==> src/rtl/modadd_pkg.sv <==
// Shared types and constants for the modular add/sub stream front-end.
// Request payload, FSM state encoding and the operand range check.
package modadd_pkg;

  localparam int OPW         = 4;
  localparam int MODULUS_DEF = 15;

  typedef enum logic [1:0] {
    IDLE,
    SETTLE,
    RESP
  } state_t;

  typedef struct packed {
    logic           s;
    logic [OPW-1:0] x;
    logic [OPW-1:0] y;
  } req_t;

  function automatic logic op_out_of_range(input logic [OPW-1:0] v, input int modulus);
    return int'(v) >= modulus;
  endfunction

endpackage

==> src/rtl/modadd_req_fifo.sv <==
// Request FIFO for the modular add/sub front-end.
// Head entry is presented combinationally on rdata; full/empty come from the registered count.
module modadd_req_fifo
  import modadd_pkg::*;
#(
  parameter int DEPTH = 4
) (
  input  logic                   clk,
  input  logic                   rst_n,
  input  logic                   push,
  input  logic                   pop,
  input  req_t                   wdata,
  output req_t                   rdata,
  output logic                   full,
  output logic                   empty,
  output logic [$clog2(DEPTH):0] level
);

  localparam int AW = $clog2(DEPTH);

  req_t          mem [DEPTH];
  logic [AW-1:0] wr_ptr;
  logic [AW-1:0] rd_ptr;
  logic [AW:0]   count;
  logic          do_push;
  logic          do_pop;

  assign full    = (count == (AW+1)'(DEPTH));
  assign empty   = (count == '0);
  assign level   = count;
  assign rdata   = mem[rd_ptr];
  assign do_push = push && !full;
  assign do_pop  = pop && !empty;

  always_ff @(posedge clk) begin
    if (!rst_n) begin
      wr_ptr <= '0;
      rd_ptr <= '0;
      count  <= '0;
    end else begin
      if (do_push) wr_ptr <= wr_ptr + AW'(1);
      if (do_pop)  rd_ptr <= rd_ptr + AW'(1);
      case ({do_push, do_pop})
        2'b10:   count <= count + (AW+1)'(1);
        2'b01:   count <= count - (AW+1)'(1);
        default: count <= count;
      endcase
    end
  end

  // Storage needs no reset: stale entries are unreachable once the pointers clear.
  always_ff @(posedge clk) begin
    if (do_push) mem[wr_ptr] <= wdata;
  end

endmodule

==> src/rtl/modadd_stream_ctrl.sv <==
// Stream front-end for the combinational modular adder/subtractor core.
// Queues requests, drives the core from registers, waits one settle cycle, captures z.
//
//   state  | meaning
//   IDLE   | no request in flight; pops as soon as the FIFO holds an entry
//   SETTLE | core operands loaded, core output settling for one cycle
//   RESP   | result held on out_* until the consumer accepts it
module modadd_stream_ctrl
  import modadd_pkg::*;
#(
  parameter int MODULUS = MODULUS_DEF,
  parameter int DEPTH   = 4
) (
  input  logic                   clk,
  input  logic                   rst_n,
  input  logic                   in_valid,
  output logic                   in_ready,
  input  logic                   in_s,
  input  logic [OPW-1:0]         in_x,
  input  logic [OPW-1:0]         in_y,
  output logic                   core_s,
  output logic [OPW-1:0]         core_x,
  output logic [OPW-1:0]         core_y,
  input  logic [OPW-1:0]         core_z,
  output logic                   out_valid,
  input  logic                   out_ready,
  output logic [OPW-1:0]         out_z,
  output logic                   out_err,
  output logic [$clog2(DEPTH):0] fifo_level
);

  state_t state;
  state_t state_nxt;
  req_t   wr_req;
  req_t   head;
  logic   fifo_full;
  logic   fifo_empty;
  logic   fifo_push;
  logic   fifo_pop;
  logic   capture;
  logic   resp_done;
  logic   range_err;

  assign wr_req    = '{s: in_s, x: in_x, y: in_y};
  assign in_ready  = !fifo_full;
  assign fifo_push = in_valid && in_ready;

  modadd_req_fifo #(
    .DEPTH (DEPTH)
  ) u_req_fifo (
    .clk   (clk),
    .rst_n (rst_n),
    .push  (fifo_push),
    .pop   (fifo_pop),
    .wdata (wr_req),
    .rdata (head),
    .full  (fifo_full),
    .empty (fifo_empty),
    .level (fifo_level)
  );

  always_ff @(posedge clk) begin
    if (!rst_n) state <= IDLE;
    else        state <= state_nxt;
  end

  always_comb begin
    state_nxt = state;
    fifo_pop  = 1'b0;
    capture   = 1'b0;
    resp_done = 1'b0;
    case (state)
      IDLE: begin
        if (!fifo_empty) begin
          fifo_pop  = 1'b1;
          state_nxt = SETTLE;
        end
      end
      SETTLE: begin
        capture   = 1'b1;
        state_nxt = RESP;
      end
      RESP: begin
        if (out_ready) begin
          resp_done = 1'b1;
          if (!fifo_empty) begin
            fifo_pop  = 1'b1;
            state_nxt = SETTLE;
          end else begin
            state_nxt = IDLE;
          end
        end
      end
      default: state_nxt = IDLE;
    endcase
  end

  // Core operands move only at pop edges, so they are stable across SETTLE and RESP.
  always_ff @(posedge clk) begin
    if (!rst_n) begin
      core_s    <= 1'b0;
      core_x    <= '0;
      core_y    <= '0;
      range_err <= 1'b0;
      out_valid <= 1'b0;
      out_z     <= '0;
      out_err   <= 1'b0;
    end else begin
      if (fifo_pop) begin
        core_s    <= head.s;
        core_x    <= head.x;
        core_y    <= head.y;
        range_err <= op_out_of_range(head.x, MODULUS) || op_out_of_range(head.y, MODULUS);
      end
      if (capture) begin
        out_valid <= 1'b1;
        out_z     <= range_err ? '0 : core_z;
        out_err   <= range_err;
      end else if (resp_done) begin
        out_valid <= 1'b0;
      end
    end
  end

endmodule
==> config.mk <==
export PLATFORM = sky130hd
export DESIGN_NAME = modadd_stream_ctrl
export DESIGN_NICKNAME = d
export VERILOG_FILES = /design/src/rtl/modadd_pkg.sv /design/src/rtl/modadd_req_fifo.sv /design/src/rtl/modadd_stream_ctrl.sv
export SDC_FILE = /design/constraint.sdc
export NUM_CORES = 1
export LEC_CHECK = 0
export CAP_MARGIN = 20
export CORE_ASPECT_RATIO = 0.8
export CORE_MARGIN = 2
export CORE_UTILIZATION = 57
export CTS_CLUSTER_DIAMETER = 100
export CTS_CLUSTER_SIZE = 24
export DETAILED_ROUTE_END_ITERATION = 6
export PLACE_DENSITY = 0.85
export SYNTH_ARGS = -nofsm -noshare
export SYNTH_HDL_FRONTEND = slang
export SYNTH_SLANG_ARGS = --single-unit
export TNS_END_PERCENT = 100
==> constraint.sdc <==
create_clock -name clk -period 3.58 [get_ports clk]
set_input_delay 0.537 -clock clk [delete_from_list [all_inputs] [get_ports clk]]
set_output_delay 0.537 -clock clk [all_outputs]
set_load 0.005 [all_outputs]
; ---- Word level (Yosys, flattened, before mapping)
; Memories as Yosys holds them, arrays and structs flattened. A register that Yosys moved wholly into a read port is not among the register bits.
; Cells that the tools add are included.
; W data, S select, Z words.
[classes]
n_addsub = 4
order_cmp = 2
n_eq_ne = 7
muxes = 18
reduce_logical = 11
[ops]
columns = cell, count
row1 = $mux W1, 10
row2 = $ge A4 B4 Y1 const B, 2
row3 = $mux W2, 4
row4 = $pmux W2 S3, 1
row5 = $pmux W3 S2, 1
row6 = $add A2 B1 Y2 const B, 2
row7 = $eq A2 B1 Y1 const B, 2
row8 = $eq A2 B2 Y1 const B, 2
row9 = $mux W4, 1
row10 = $ne A2 B2 Y1 const B, 2
row11 = $reduce_bool A2 Y1, 2
row12 = $add A3 B1 Y3 const B, 1
row13 = $eq A3 B3 Y1 const B, 1
row14 = $logic_and A1 B1 Y1, 3
row15 = $logic_not A3 Y1, 1
row16 = $sub A3 B1 Y3 const B, 1
row17 = $logic_not A1 Y1, 2
row18 = $logic_not A2 Y1, 1
row19 = $pmux W1 S2, 1
row20 = $reduce_and A2 Y1, 1
row21 = $logic_or A1 B1 Y1, 1
[word_totals]
regBits = 25
mem_bits_rw = 36
elab_cells = 54
mem_count = 1
[mem_list]
columns = name, words, width, read_ports, rd_clocked_by_memory_dff, wr, line_no
row1 = u_req_fifo.mem, 4, 9, 1, 1, 1, modadd_req_fifo.sv:21  ; req_t mem [DEPTH];

; ---- Logic depth before layout (Yosys ltp)
; Gate-level depths: netlist (run 1).
[logic_depth]
depth_word = 7
mapped_depth = 10
mapped_depth_nobuf = 8

; ---- Modules after synthesis
; A second synthesis (run 1) with hierarchy kept.
[unflattened]
cells_unflattened = 185
hier_area_um2 = 2527.4
[by_module_without_submodules]
columns = module, n_inst, cells_per_inst, area_per_inst_um2, seq_area_each_um2
row1 = modadd_req_fifo, 1, 101, 1786.7, 1261.2
row2 = modadd_stream_ctrl, 1, 84, 740.7, 360.3

; ---- Worst setup path after synthesis (run 1)
; No wires, ideal clock.
[synth_path]
kind = input port to flip-flop
start = input out_ready
end = register u_req_fifo.count[2] (netlist: u_req_fifo.level[2])
setup_time_ns = 0.115
arrival_ns = 2.133
t_required_ns = 3.465
slack_ns = 1.332
stages = 9
path_cell_list = nor2b_1 nor3_4 buf_2 and2b_2 fa_1 and3_2 mux2i_1 xnor2_1 and2_1
[synth_via]
elab_chain_cells = 5
[synth_lines]
columns = element, line_no
row1 = from (decl), modadd_stream_ctrl.sv:26  ; input logic out_ready,
row2 = $mux W1 (*), modadd_stream_ctrl.sv:84  ; if (out_ready) begin
row3 = $pmux W1 S2 (*), modadd_stream_ctrl.sv:72  ; case (state)
row4 = $logic_and A1 B1 Y1 (*), modadd_req_fifo.sv:33  ; assign do_pop = pop && !empty;
row5 = $eq A2 B1 Y1 / $eq A2 B2 Y1 (equally long branches), modadd_req_fifo.sv:43  ; case ({do_push, do_pop})
row6 = $pmux W3 S2 / $reduce_bool A2 Y1 (equally long branches), -
row7 = to (signal assigned), modadd_req_fifo.sv:44  ; 2'b10: count <= count + (AW+1)'(1);
row8 = to (signal assigned), modadd_req_fifo.sv:45  ; 2'b01: count <= count - (AW+1)'(1);
row9 = to (signal assigned), modadd_req_fifo.sv:46  ; default: count <= count;
row10 = to (decl), modadd_req_fifo.sv:24  ; logic [AW:0] count;
; Every way passes the cells marked *; elsewhere a longest branch is shown, timed or not.
; A chain may end at the register's enable or synchronous reset.

; ---- Worst setup path in the final report (run 1)
[layout_path]
start = input in_valid
end = register u_req_fifo.count[2] (netlist: u_req_fifo.level[2])
[layout_via]
elab_chain_cells = 4
[layout_lines]
columns = element, line_no
row1 = from (decl), modadd_stream_ctrl.sv:16  ; input logic in_valid,
row2 = $logic_and A1 B1 Y1 (*), modadd_stream_ctrl.sv:46  ; assign fifo_push = in_valid && in_ready;
row3 = $logic_and A1 B1 Y1 (*), modadd_req_fifo.sv:32  ; assign do_push = push && !full;
row4 = $eq A2 B1 Y1 / $eq A2 B2 Y1 (equally long branches), modadd_req_fifo.sv:43
row5 = $pmux W3 S2 / $reduce_bool A2 Y1 (equally long branches), -
; Marks and branches as above.

==> results of run 1 <==
-- metal layers --
metal	part of all wire	track usage	wire (um)	vias up
li1	-	-	-	672
met1	0.42	0.214	1840	681
met2	0.52	0.341	2260	32
met3	0.050	0.0903	219	7
met4	0.012	0.0877	53	0
met5	0	0	0	-
-- cell families (layout without fill, tap and decap cells) --
kind of cell / after synthesis / count (layout) / share of synthesized area
adder cells (fa/ha/maj): 5 / 5 / 0.0280
multiplexers: 20 / 20 / 0.125
flip-flops: 63 / 63 / 0.647
XOR/XNOR: 6 / 6 / 0.0240
buffers and inverters: 10 / 54 / 0.0220
AO/OA/AOI/OAI: 11 / 11 / 0.0305
AND/OR/NAND/NOR: 48 / 48 / 0.124
-- through the flow --
step / util / instances / setup WS, ps / power (uW) / hold slack (ps)
6_report: 0.730 / 264 / 1330 / 2420 / 474
4_1_cts: 0.730 / 264 / 1320 / 2440 / 478
5_1_grt: 0.730 / 264 / 1250 / 2560 / 515
3_3_place_gp: 0.687 / 248 / 1020 / 1830 / 455
3_5_place_dp: 0.687 / 248 / 990 / 1880 / 469
2_1_floorplan: - / 163 / 1330 / 1580 / 457
-- flip-flops by register name (all words and copies together), names as in the netlist, named ones only --
name	flops
u_req_fifo.rd_ptr	2
out_err	1
state	2
core_s	1
u_req_fifo.mem	36
core_y	4
out_z	4
u_req_fifo.wr_ptr	2
core_x	4
u_req_fifo.level	3
out_valid	1
range_err	1
-- power by group through the flow --
stage               registers, uW  logic (uW)  clock network (uW)
floorplan                    1020         567                   0
global placement             1050         782                   0
detailed placement           1070         809                   0
CTS                          1050         813                 577
global route                 1070         877                 611
finish                       1050         805                 562
-- final timing paths --
path	slack, ps	from	to
worst min-delay path	470	out_z[3]$_SDFFE_PN0P_	out_z[3]$_SDFFE_PN0P_
worst min register to register	470	out_z[3]$_SDFFE_PN0P_	out_z[3]$_SDFFE_PN0P_
worst max-delay path	1330	in_valid	u_req_fifo.level[2]$_SDFFE_PN0P_
worst max register to register	1380	u_req_fifo.level[0]$_SDFFE_PN0P_	u_req_fifo.level[2]$_SDFFE_PN0P_
-- cell type report --
| type | instances | area, um2 | area share |
|---|---|---|---|
| well taps | 57 | 71.3 | 0.0232 |
| clock inverters | 4 | 47.5 | 0.0155 |
| repair buffers | 36 | 358 | 0.117 |
| multi-input cells | 90 | 830 | 0.270 |
| inverters | 2 | 7.51 | 0.00244 |
| flip-flops and latches | 63 | 1620 | 0.528 |
| clock buffers | 12 | 135 | 0.0440 |
-- cells in the final DEF, fill, tap and decap left out, types with 2 or more instances in the layout --
master                            synthesis  layout
sky130_fd_sc_hd__clkdlybuf4s50_1          0      35
sky130_fd_sc_hd__clkbuf_8                 0       9
sky130_fd_sc_hd__clkbuf_1                 4       3
sky130_fd_sc_hd__mux2i_1                 11      11
sky130_fd_sc_hd__xnor2_1                  4       4
sky130_fd_sc_hd__inv_1                    2       2
sky130_fd_sc_hd__a21boi_0                 5       5
sky130_fd_sc_hd__clkinv_2                 0       2
sky130_fd_sc_hd__mux4_2                   9       9
sky130_fd_sc_hd__nand2_1                  7       7
sky130_fd_sc_hd__and2_1                   8       8
sky130_fd_sc_hd__a21oi_1                  2       2
sky130_fd_sc_hd__dfxtp_1                 27      27
sky130_fd_sc_hd__ha_1                     4       4
sky130_fd_sc_hd__nor2b_1                 13      13
sky130_fd_sc_hd__nand4_1                  2       2
sky130_fd_sc_hd__edfxtp_1                36      36
sky130_fd_sc_hd__nand3b_1                 5       5
sky130_fd_sc_hd__and3_2                   5       5
-- worst min-delay path: stages, from the launching register on --
cell	delay (ps)
sky130_fd_sc_hd__dfxtp_1	310
sky130_fd_sc_hd__nand2_1	50
sky130_fd_sc_hd__a21boi_0	60
==> impl_results.rst, run 1 <==
.. list-table::
   :header-rows: 1

   * - Metric
     - Value
   * - Outcome
     - complete, no violations
   * - Sequential element share of the synthesized area
     - 0.647
   * - Drt first-iter violations
     - 46
   * - Clock slew seen by the registers of the worst setup and hold paths
     - approximately 60 ps
   * - Area share of the largest cell type after synthesis
     - 0.431
   * - Setup repair bufs after CTS
     - 0
   * - Residual DRC
     - 0
   * - Ranking of synthesized cells by instance count
     - sky130_fd_sc_hd__edfxtp_1, sky130_fd_sc_hd__dfxtp_1, sky130_fd_sc_hd__nor2b_1
   * - Combinational cell fraction of total power
     - 0.333
   * - CORE AREA
     - between 4000 and 5000 um2
   * - Leakage power
     - ~0.0011 uW
   * - Worst-Skew Late Latency
     - 330 ps
   * - Final worst path period need
     - approximately 2300 ps
   * - Power share of the sequential group
     - 0.435
   * - Resized Gates After CTS
     - 0
   * - Number of search-and-repair iterations in the first detailed-routing pass
     - 4
   * - Total number of H-tree levels
     - 3
   * - Std-Cell Rows
     - 21
   * - Final number of setup-violating endpoints
     - 0
   * - Total clock buffers created by CTS
     - 9
   * - Antenna fix cells
     - 0
   * - Final RePlAce weighted congestion
     - 0.750
   * - Worst rel slew slack
     - 0.500
   * - Effective utilization at floorplan
     - 0.596
   * - Cell type with the highest aggregate area in the netlist
     - sky130_fd_sc_hd__edfxtp_1
   * - Number of buffers on the longest clock path
     - 2
   * - Clock network power share
     - 0.232
   * - Top-count cell post-synth
     - sky130_fd_sc_hd__edfxtp_1
   * - Maximum fanout along the worst path
     - 7
   * - Maximum capacitance violations
     - 0
   * - Ys flop type
     - sky130_fd_sc_hd__edfxtp_1
   * - Area growth from synthesis to final layout
     - 22.5%
   * - Power density normalized to cell area
     - 788 nW/um2
   * - Critical path buffers and inverters
     - 1
   * - Hold Path Depth
     - 2
   * - Summed instance area of the synthesized netlist
     - between 2000 and 3000 um2
   * - Final worst clock skew
     - about 7.0 ps
   * - Via count of the first global-routing pass
     - ~1500
   * - Total Neg Setup Slack
     - 0 ps
   * - Worst-path cell chain
     - clkdlybuf4s50_1 > and2_4 > and2b_2 > fa_1 > and3_2 > mux2i_1 > xnor2_1 > and2_1
   * - Share of synthesized flip-flops with an asynchronous set or reset
     - 0
   * - Slew at the pin closest to its max-slew limit
     - 747 ps
   * - Final Hold Viols
     - 0
   * - Total congestion overflow after global routing
     - 0
   * - Category of the critical setup timing path
     - input port to register
   * - Number of warning messages in the yosys log
     - 0
   * - First-pass GRT wire length
     - just over 7000 um
   * - Design internal power
     - between 1500 and 2000 uW
   * - Die height
     - roughly 63 um
   * - Total of buffers placed on input and output ports
     - 35
   * - Critical path depth
     - 8
   * - Hold-fix buffer count after cts
     - 0
   * - Total of flip-flops plus latches after synthesis
     - between 60 and 70
   * - Clock root buffer
     - sky130_fd_sc_hd__clkbuf_8
   * - Cell count of the worst reg-to-reg path
     - 8
   * - Clk sinks
     - between 60 and 70
   * - Final standard cell area without fillers
     - 3070 um2
   * - Fill cell total of the finished layout
     - around 280
   * - Average via count per standard cell
     - between 5 and 6
   * - Kind of cell adding the most delay to the critical path
     - simple AND/OR/NAND/NOR gates
   * - Gate count after technology mapping
     - roughly 160
   * - Distinct cell type count after synthesis
     - 33
   * - Syn avg cell area
     - 15.4 um2
   * - Io pins
     - 36
   * - Total nets after synthesis
     - around 190
   * - VDD IR-drop max
     - around 0.42 mV
   * - Max incr delay on CP
     - approximately 560 ps
   * - Pins over their slew limit
     - 0
   * - Top post-synthesis cells by area
     - sky130_fd_sc_hd__edfxtp_1, sky130_fd_sc_hd__dfxtp_1, sky130_fd_sc_hd__mux4_2
   * - Worst min-delay path class
     - register to register
   * - Post-route fraction of the period consumed by the critical path
     - 0.629
   * - Post-detailed-placement cell area
     - about 2900 um2
   * - Power dissipated by switching net loads
     - slightly above 700 uW
   * - Detailed-route via count
     - 1392
   * - Total GRT Usage
     - 0.200
   * - Die Width
     - 78.1 um
   * - Post-DRT Antenna Nets
     - 0
   * - Critical Path Sink Type
     - register
   * - Area of the die
     - 4950 um2
   * - Maximum number of pins on one net before global-route repair
     - 28
   * - Share of final-layout standard cells stronger than drive strength 1
     - 0.155
   * - Per-cell routed wire length
     - 16.6 um
   * - Nets@finish
     - approximately 220
   * - Sort of element at the start of the critical path
     - input port
   * - Worst-path cell with the longest stage delay
     - sky130_fd_sc_hd__clkdlybuf4s50_1
   * - Initial antenna violation count
     - 0
   * - CTS tree
     - yes
   * - Worst path arrival time
     - between 2000 and 2500 ps
   * - Post-detailed-routing wire length
     - ~4400 um
   * - Unrepaired setup endpoints after global routing
     - no
   * - Highest Clock Rate
     - between 400 and 500 MHz
   * - Required time at the worst-slack endpoint
     - roughly 3800 ps
   * - Fraction of power spent switching nets
     - 0.293
   * - Post-synth EDFFs
     - 36
Power figures use the tool's default switching activity.
==> run 2: changes to the inputs <==
--- a/config.mk
+++ b/config.mk
@@ -8,11 +8,11 @@
 export CAP_MARGIN = 20
 export CORE_ASPECT_RATIO = 0.8
 export CORE_MARGIN = 2
-export CORE_UTILIZATION = 57
+export CORE_UTILIZATION = 53
 export CTS_CLUSTER_DIAMETER = 100
 export CTS_CLUSTER_SIZE = 24
 export DETAILED_ROUTE_END_ITERATION = 6
-export PLACE_DENSITY = 0.85
+export PLACE_DENSITY = 0.8
 export SYNTH_ARGS = -nofsm -noshare
 export SYNTH_HDL_FRONTEND = slang
 export SYNTH_SLANG_ARGS = --single-unit
==> constraint.sdc (replaced) <==
create_clock -name clk -period 2.15 [get_ports clk]
set_input_delay 0.3225 -clock clk [delete_from_list [all_inputs] [get_ports clk]]
set_output_delay 0.3225 -clock clk [all_outputs]
set_load 0.005 [all_outputs]
==> run 2 against run 1 <==
Net effect:
- sequential cell count did not move
- first-iteration DRC count down 2.2%
- global-route usage shrank 0.81 points
- die area rose by 7.1%
- clock power grew 72%
- non-clock buffer count up 6
- register-to-register slack got worse by 1200 ps
==> impl_results.rst, run 2 (synthesis gave the netlist of run 1 again) <==
.. list-table::
   :header-rows: 1

   * - Metric
     - Value
   * - Sequential Area
     - between 1500 and 2000 um2
   * - Total number of H-tree levels
     - 3
   * - Terminus of the critical flop-to-flop path
     - u_req_fifo.level[2]$_SDFFE_PN0P_
   * - Nets@finish
     - 230
   * - Residual DRC
     - 0
   * - Final worst clock skew
     - about 9.5 ps
   * - Cell count of the worst reg-to-reg path
     - 8
   * - Category of the critical setup timing path
     - register to output pin
   * - Via count of the first global-routing pass
     - around 1500
   * - Required time at the worst-slack endpoint
     - between 1500 and 2000 ps
   * - Fill cell total of the finished layout
     - 330
   * - Number of search-and-repair iterations in the first detailed-routing pass
     - 4
   * - Antenna fix cells
     - 0
   * - Final worst path period need
     - between 2000 and 2500 ps
   * - Pins over their slew limit
     - 0
   * - Leakage power
     - ~0.0011 uW
   * - Share of final-layout standard cells stronger than drive strength 1
     - 0.197
   * - Maximum fanout along the worst path
     - 7
   * - Detailed-route via count
     - around 1400
   * - Post-DRT Antenna Nets
     - 0
   * - Number of buffers on the longest clock path
     - 2
   * - Clk sinks
     - 63
   * - Worst R2R Start
     - u_req_fifo.level[0]$_SDFFE_PN0P_
   * - Post-detailed-routing wire length
     - 4430 um
   * - Number of flip-flops under the largest register name
     - 36
   * - Hold Slack
     - roughly 470 ps
   * - Initial antenna violation count
     - 0
   * - Register with the highest flop count
     - u_req_fifo.mem
   * - Half-perimeter wire length of the detailed placement result
     - ~3100 um
   * - Clock slew seen by the registers of the worst setup and hold paths
     - about 60 ps
   * - First-pass GRT wire length
     - about 7000 um
   * - Post-route fraction of the period consumed by the critical path
     - 0.948
   * - Drt first-iter violations
     - between 40 and 50
   * - Hold path endpoint
     - out_z[3]$_SDFFE_PN0P_
   * - Slack of the worst reg-to-reg path
     - ~160 ps
   * - Effective utilization at floorplan
     - 0.548
   * - Total of buffers placed on input and output ports
     - 35
   * - Worst min-delay path startpoint
     - out_z[3]$_SDFFE_PN0P_
   * - CTS tree
     - yes
   * - Worst rel slew slack
     - 0.682
   * - Worst-Skew Late Latency
     - ~330 ps
   * - Cells after DPL
     - ~260
   * - Setup repair bufs after CTS
     - 0
   * - Final standard cell area without fillers
     - roughly 3100 um2
   * - Worst path arrival time
     - 1720 ps
   * - Final number of setup-violating endpoints
     - 0
   * - Hold Path Depth
     - 2
   * - Hold-fix buffer count after cts
     - 0
   * - Final RePlAce weighted congestion
     - around 0.70
   * - Slew at the pin closest to its max-slew limit
     - 475 ps
   * - Maximum number of pins on one net before global-route repair
     - 17
   * - Maximum capacitance violations
     - 0
   * - Post-route non-filler standard cell count
     - ~270
   * - Area growth from synthesis to final layout
     - 25.2%
   * - Total congestion overflow after global routing
     - 0
   * - Outcome
     - complete, no violations
   * - Per-cell routed wire length
     - 16.2 um
   * - Io pins
     - 36
   * - Clock root buffer
     - sky130_fd_sc_hd__clkbuf_8
   * - Die height
     - between 60 and 70 um
   * - Final Hold Viols
     - 0
   * - Die Width
     - a little over 80 um
   * - Sort of element at the start of the critical path
     - register
   * - Std-Cell Rows
     - 22
   * - Leading cell type in the layout, fill and taps excluded
     - sky130_fd_sc_hd__edfxtp_1
   * - Area of the die
     - around 5300 um2
   * - Unrepaired setup endpoints after global routing
     - no
   * - Total clock buffers created by CTS
     - 9
   * - CORE AREA
     - roughly 4600 um2
   * - Most frequent cells in the layout
     - sky130_fd_sc_hd__edfxtp_1, sky130_fd_sc_hd__clkdlybuf4s50_1, sky130_fd_sc_hd__dfxtp_1
   * - Power density normalized to cell area
     - 1310 nW/um2
   * - Critical Path Sink Type
     - output pin
   * - Area of the multi-input gates
     - ~830 um2
   * - Post-detailed-placement cell area
     - 2940 um2
   * - Worst min-delay path class
     - register to register
   * - VDD IR-drop max
     - ~0.70 mV
   * - Average via count per standard cell
     - 5.29
   * - Total GRT Usage
     - 0.192
   * - Highest Clock Rate
     - about 490 MHz
## run 2: changes by cell type in the layout (fill, tap and decap cells not counted)
| cell | previous run | this run |
|---|---|---|
| sky130_fd_sc_hd__dfxtp_1 | 27 | 24 |
| sky130_fd_sc_hd__clkbuf_8 | 9 | 10 |
| sky130_fd_sc_hd__buf_4 | 1 | 7 |
| sky130_fd_sc_hd__nor3_1 | 1 | 0 |
| sky130_fd_sc_hd__clkinv_1 | 0 | 1 |
| sky130_fd_sc_hd__dfxtp_2 | 0 | 3 |
| sky130_fd_sc_hd__nor3_2 | 0 | 1 |
| sky130_fd_sc_hd__clkbuf_1 | 3 | 2 |
| sky130_fd_sc_hd__clkinv_2 | 2 | 1 |
## run 2: worst max-delay path by stage
stage,cells past startpoint,startpoint,endpoint,slack [ps]
after floorplan,10,u_req_fifo.level[1]$_SDFFE_PN0P_,u_req_fifo.level[2]$_SDFFE_PN0P_,20
after global placement,9,out_ready,u_req_fifo.level[2]$_SDFFE_PN0P_,-90
after detailed placement,9,out_ready,u_req_fifo.level[2]$_SDFFE_PN0P_,-130
after CTS,3,u_req_fifo.level[2]$_SDFFE_PN0P_,in_ready,30
after global routing,3,u_req_fifo.level[2]$_SDFFE_PN0P_,in_ready,40
final,3,u_req_fifo.level[0]$_SDFFE_PN0P_,in_ready,110
## run 2: stage by stage
step | power, uW | setup slack [ps] | TNS [ps] | util
after detailed placement | 3170 | -127 | -127 | 0.644
final | 4110 | 111 | 0 | 0.686
after global routing | 4350 | 41.2 | 0 | 0.686
after global placement | 3100 | -90.2 | -90.2 | 0.644
after CTS | 4150 | 28.7 | 0 | 0.686
after floorplan | 2650 | 22.6 | 0 | -
## run 2: report_power, final
part / internal, uW / leakage [uW] / switching [uW] / total, uW
Sequential: 1550 / 0.000553 / 178 / 1720
Clock: 562 / 0.0000940 / 404 / 966
Combinational: 808 / 0.000465 / 613 / 1420
## run 2: repair_timing
item | 4_1_cts | 5_1_grt
hold endpoints to repair | 0 | 0
gates resized for setup | 0 | 2
endpoints found under the setup margin | 0 | 2
## run 2: worst max-delay path, cell delays in order (launching register included)
cell and delay (ps):
sky130_fd_sc_hd__dfxtp_2 360, sky130_fd_sc_hd__or3b_1 420, sky130_fd_sc_hd__buf_4 180, sky130_fd_sc_hd__clkdlybuf4s50_1 440
## run 2: layout make-up
class                      instances  share of cell area
inverter                           2             0.00239
timing repair buffer              42               0.128
multi-input combinational         90               0.266
clock inverter                     4              0.0148
tap                               60              0.0239
sequential                        63               0.518
clock buffer                      12              0.0463
## run 2: per-layer routing
layer  vias up  track usage  wire [um]
li1        685            -          -
met1       701        0.229       1890
met2        49        0.318       2220
met3         9       0.0549        258
met4         0       0.0953         68
met5         -            0          0
==> run 3: changes to the inputs <==
--- a/config.mk
+++ b/config.mk
@@ -12,7 +12,7 @@
 export CTS_CLUSTER_DIAMETER = 100
 export CTS_CLUSTER_SIZE = 24
 export DETAILED_ROUTE_END_ITERATION = 6
-export PLACE_DENSITY = 0.8
+export PLACE_DENSITY = 0.88
 export SYNTH_ARGS = -nofsm -noshare
 export SYNTH_HDL_FRONTEND = slang
 export SYNTH_SLANG_ARGS = --single-unit
==> run 3 against run 2 <==
Net effect:
- cell count did not move
- wire length rose by 3.4%
- via count fell by 1.2%
- clock-buffer cell count fell by 2
- critical path depth did not move
- cell area rose by 0.88%
- sequential share of layout area fell by 0.49 points
- hold slack improved by 1.8 ps
- total power rose by 2.2%
- utilization rose by 0.60 points
- first-iteration DRC count rose by 13%
- global-route usage rose by 0.62 points
==> impl_results.rst, run 3 (synthesis gave the netlist of run 1 again) <==
.. list-table::
   :header-rows: 1

   * - Metric
     - Value
   * - Area of the die
     - about 5300 um2
   * - First-pass GRT wire length
     - between 7000 and 8000 um
   * - Design internal power
     - around 3000 uW
   * - Category of the critical setup timing path
     - register to output pin
   * - Share of final-layout standard cells stronger than drive strength 1
     - 0.207
   * - Area of the multi-input gates
     - between 800 and 900 um2
   * - Final number of setup-violating endpoints
     - 0
   * - Post-DRT Antenna Nets
     - 0
   * - Area growth from synthesis to final layout
     - 26.3%
   * - Io pins
     - 36
   * - Power density normalized to cell area
     - between 1000 and 1500 nW/um2
   * - Busiest metal layer after global routing
     - met2
   * - Combinational cell fraction of total power
     - 0.341
   * - Worst path arrival time
     - 1740 ps
   * - Final standard cell area without fillers
     - ~3200 um2
   * - Outcome
     - complete, no violations
   * - Worst-path cell with the longest stage delay
     - sky130_fd_sc_hd__clkdlybuf4s50_1
   * - Slew at the pin closest to its max-slew limit
     - approximately 450 ps
   * - Die height
     - about 66 um
   * - Average via count per standard cell
     - about 5.2
   * - Half-perimeter wire length of the detailed placement result
     - between 2000 and 3000 um
   * - Antenna fix cells
     - 0
   * - Unrepaired setup endpoints after global routing
     - no
   * - Die Width
     - roughly 80 um
   * - Final core utilization
     - 0.692
   * - Post-detailed-placement cell area
     - 2960 um2
   * - Total GRT Usage
     - 0.198
   * - Fraction of power spent switching nets
     - 0.301
   * - Number of flip-flops under the largest register name
     - 36
   * - Clock slew seen by the registers of the worst setup and hold paths
     - about 70 ps
   * - Required time at the worst-slack endpoint
     - approximately 1800 ps
   * - Final worst clock skew
     - roughly 5.9 ps
   * - Power share of the sequential group
     - 0.412
   * - Maximum number of pins on one net before global-route repair
     - 17
   * - Detailed-route via count
     - 1427
   * - Final Hold Viols
     - 0
   * - Worst-Skew Late Latency
     - ~340 ps
   * - Most frequent cells in the layout
     - sky130_fd_sc_hd__edfxtp_1, sky130_fd_sc_hd__clkdlybuf4s50_1, sky130_fd_sc_hd__dfxtp_1
   * - Worst rel slew slack
     - 0.702
   * - Worst min-delay path class
     - register to register
   * - Sequential Area
     - roughly 1600 um2
   * - Fill cell total of the finished layout
     - approximately 340
   * - Total clock buffers created by CTS
     - 9
   * - Leakage power
     - approximately 0.0011 uW
   * - Pins over their slew limit
     - 0
   * - Power dissipated by switching net loads
     - about 1300 uW
   * - CORE AREA
     - around 4600 um2
   * - Met1 Resource Use GR
     - 0.219
   * - Met2 capacity usage during global routing
     - 0.337
   * - Std-Cell Rows
     - 22
   * - Total congestion overflow after global routing
     - 0
   * - Total of buffers placed on input and output ports
     - 35
   * - Clock network power share
     - 0.247
   * - Clk sinks
     - 63
   * - Total number of H-tree levels
     - 3
   * - Number of buffers on the longest clock path
     - 2
   * - VDD IR-drop max
     - around 0.8 mV
   * - Hold Slack
     - roughly 470 ps
   * - Highest Clock Rate
     - 484 MHz
   * - Post-detailed-routing wire length
     - 4580 um
   * - Max incr delay on CP
     - roughly 430 ps
   * - Register with the highest flop count
     - u_req_fifo.mem
   * - Drt first-iter violations
     - between 50 and 60
   * - Final RePlAce weighted congestion
     - 0.755
   * - Residual DRC
     - 0
   * - Met3 Resource Use GR
     - 0.0659
   * - Maximum fanout along the worst path
     - 7
   * - Sort of element at the start of the critical path
     - register
   * - Clock root buffer
     - sky130_fd_sc_hd__clkbuf_8
   * - Final worst path period need
     - ~2100 ps
   * - Number of search-and-repair iterations in the first detailed-routing pass
     - 4
   * - Via count of the first global-routing pass
     - 1477
   * - Initial antenna violation count
     - 0
   * - Nets@finish
     - between 200 and 250
   * - Per-cell routed wire length
     - between 15 and 20 um
   * - Effective utilization at floorplan
     - 0.548
   * - Maximum capacitance violations
     - 0
   * - Leading cell type in the layout, fill and taps excluded
     - sky130_fd_sc_hd__edfxtp_1
   * - Post-route fraction of the period consumed by the critical path
     - 0.960
   * - Worst-path cell chain
     - or3b_1 > buf_4 > clkdlybuf4s50_1
   * - Critical Path Sink Type
     - output pin
   * - CTS tree
     - yes
## run 3: final cells by class
type,instances,area share
multi-input combinational,90,0.264
clock inverter,6,0.0221
tap,60,0.0237
sequential,63,0.513
clock buffer,10,0.0435
inverter,2,0.00237
timing repair buffer,42,0.131
## run 3: stage by stage
stage | TNS, ps | setup slack, ps | cells | total power, uW
after CTS | 0 | 60.9 | 273 | 4250
after global routing | 0 | 5.28 | 273 | 4440
after detailed placement | -146 | -146 | 257 | 3190
final | 0 | 85.1 | 273 | 4200
after floorplan | 0 | 22.6 | 163 | 2650
after global placement | -88.6 | -88.6 | 257 | 3120
## run 3: path summary, 6_finish.rpt
check	from	endpoint	cells after the start	slack, ps
setup / recovery	u_req_fifo.level[2]$_SDFFE_PN0P_	in_ready	3	90
hold / removal	out_z[0]$_SDFFE_PN0P_	out_z[0]$_SDFFE_PN0P_	2	470
setup reg to reg	u_req_fifo.level[2]$_SDFFE_PN0P_	u_req_fifo.level[2]$_SDFFE_PN0P_	8	170
hold reg to reg	out_z[0]$_SDFFE_PN0P_	out_z[0]$_SDFFE_PN0P_	2	470
## run 3: per-layer routing
metal / part of all wire / wire, um
met5: 0 / 0
met4: 0.033 / 153
met3: 0.049 / 226
met2: 0.51 / 2340
met1: 0.41 / 1860
## run 3: worst max-delay path: cells and delay by family (launching register included)
family / cells / cell delay [ps]
buffers and inverters: 2 / 600
DFF: 1 / 410
and+or+nand+nor: 1 / 390
## run 3: timing repair
| item | in CTS | in global routing |
|---|---|---|
| endpoints found under the setup margin | 0 | 1 |
| hold buffers | 0 | 0 |
| hold endpoints to repair | 0 | 0 |
| buffers inserted | 0 | 0 |
| resized for setup | 0 | 1 |
## run 3: power by group through the flow
stage               clock (uW)  sequential [uW]  combinational, uW
floorplan                    0             1700                948
global placement             0             1740               1380
detailed placement           0             1760               1430
CTS                       1060             1730               1460
global route              1100             1770               1570
finish                    1040             1730               1430
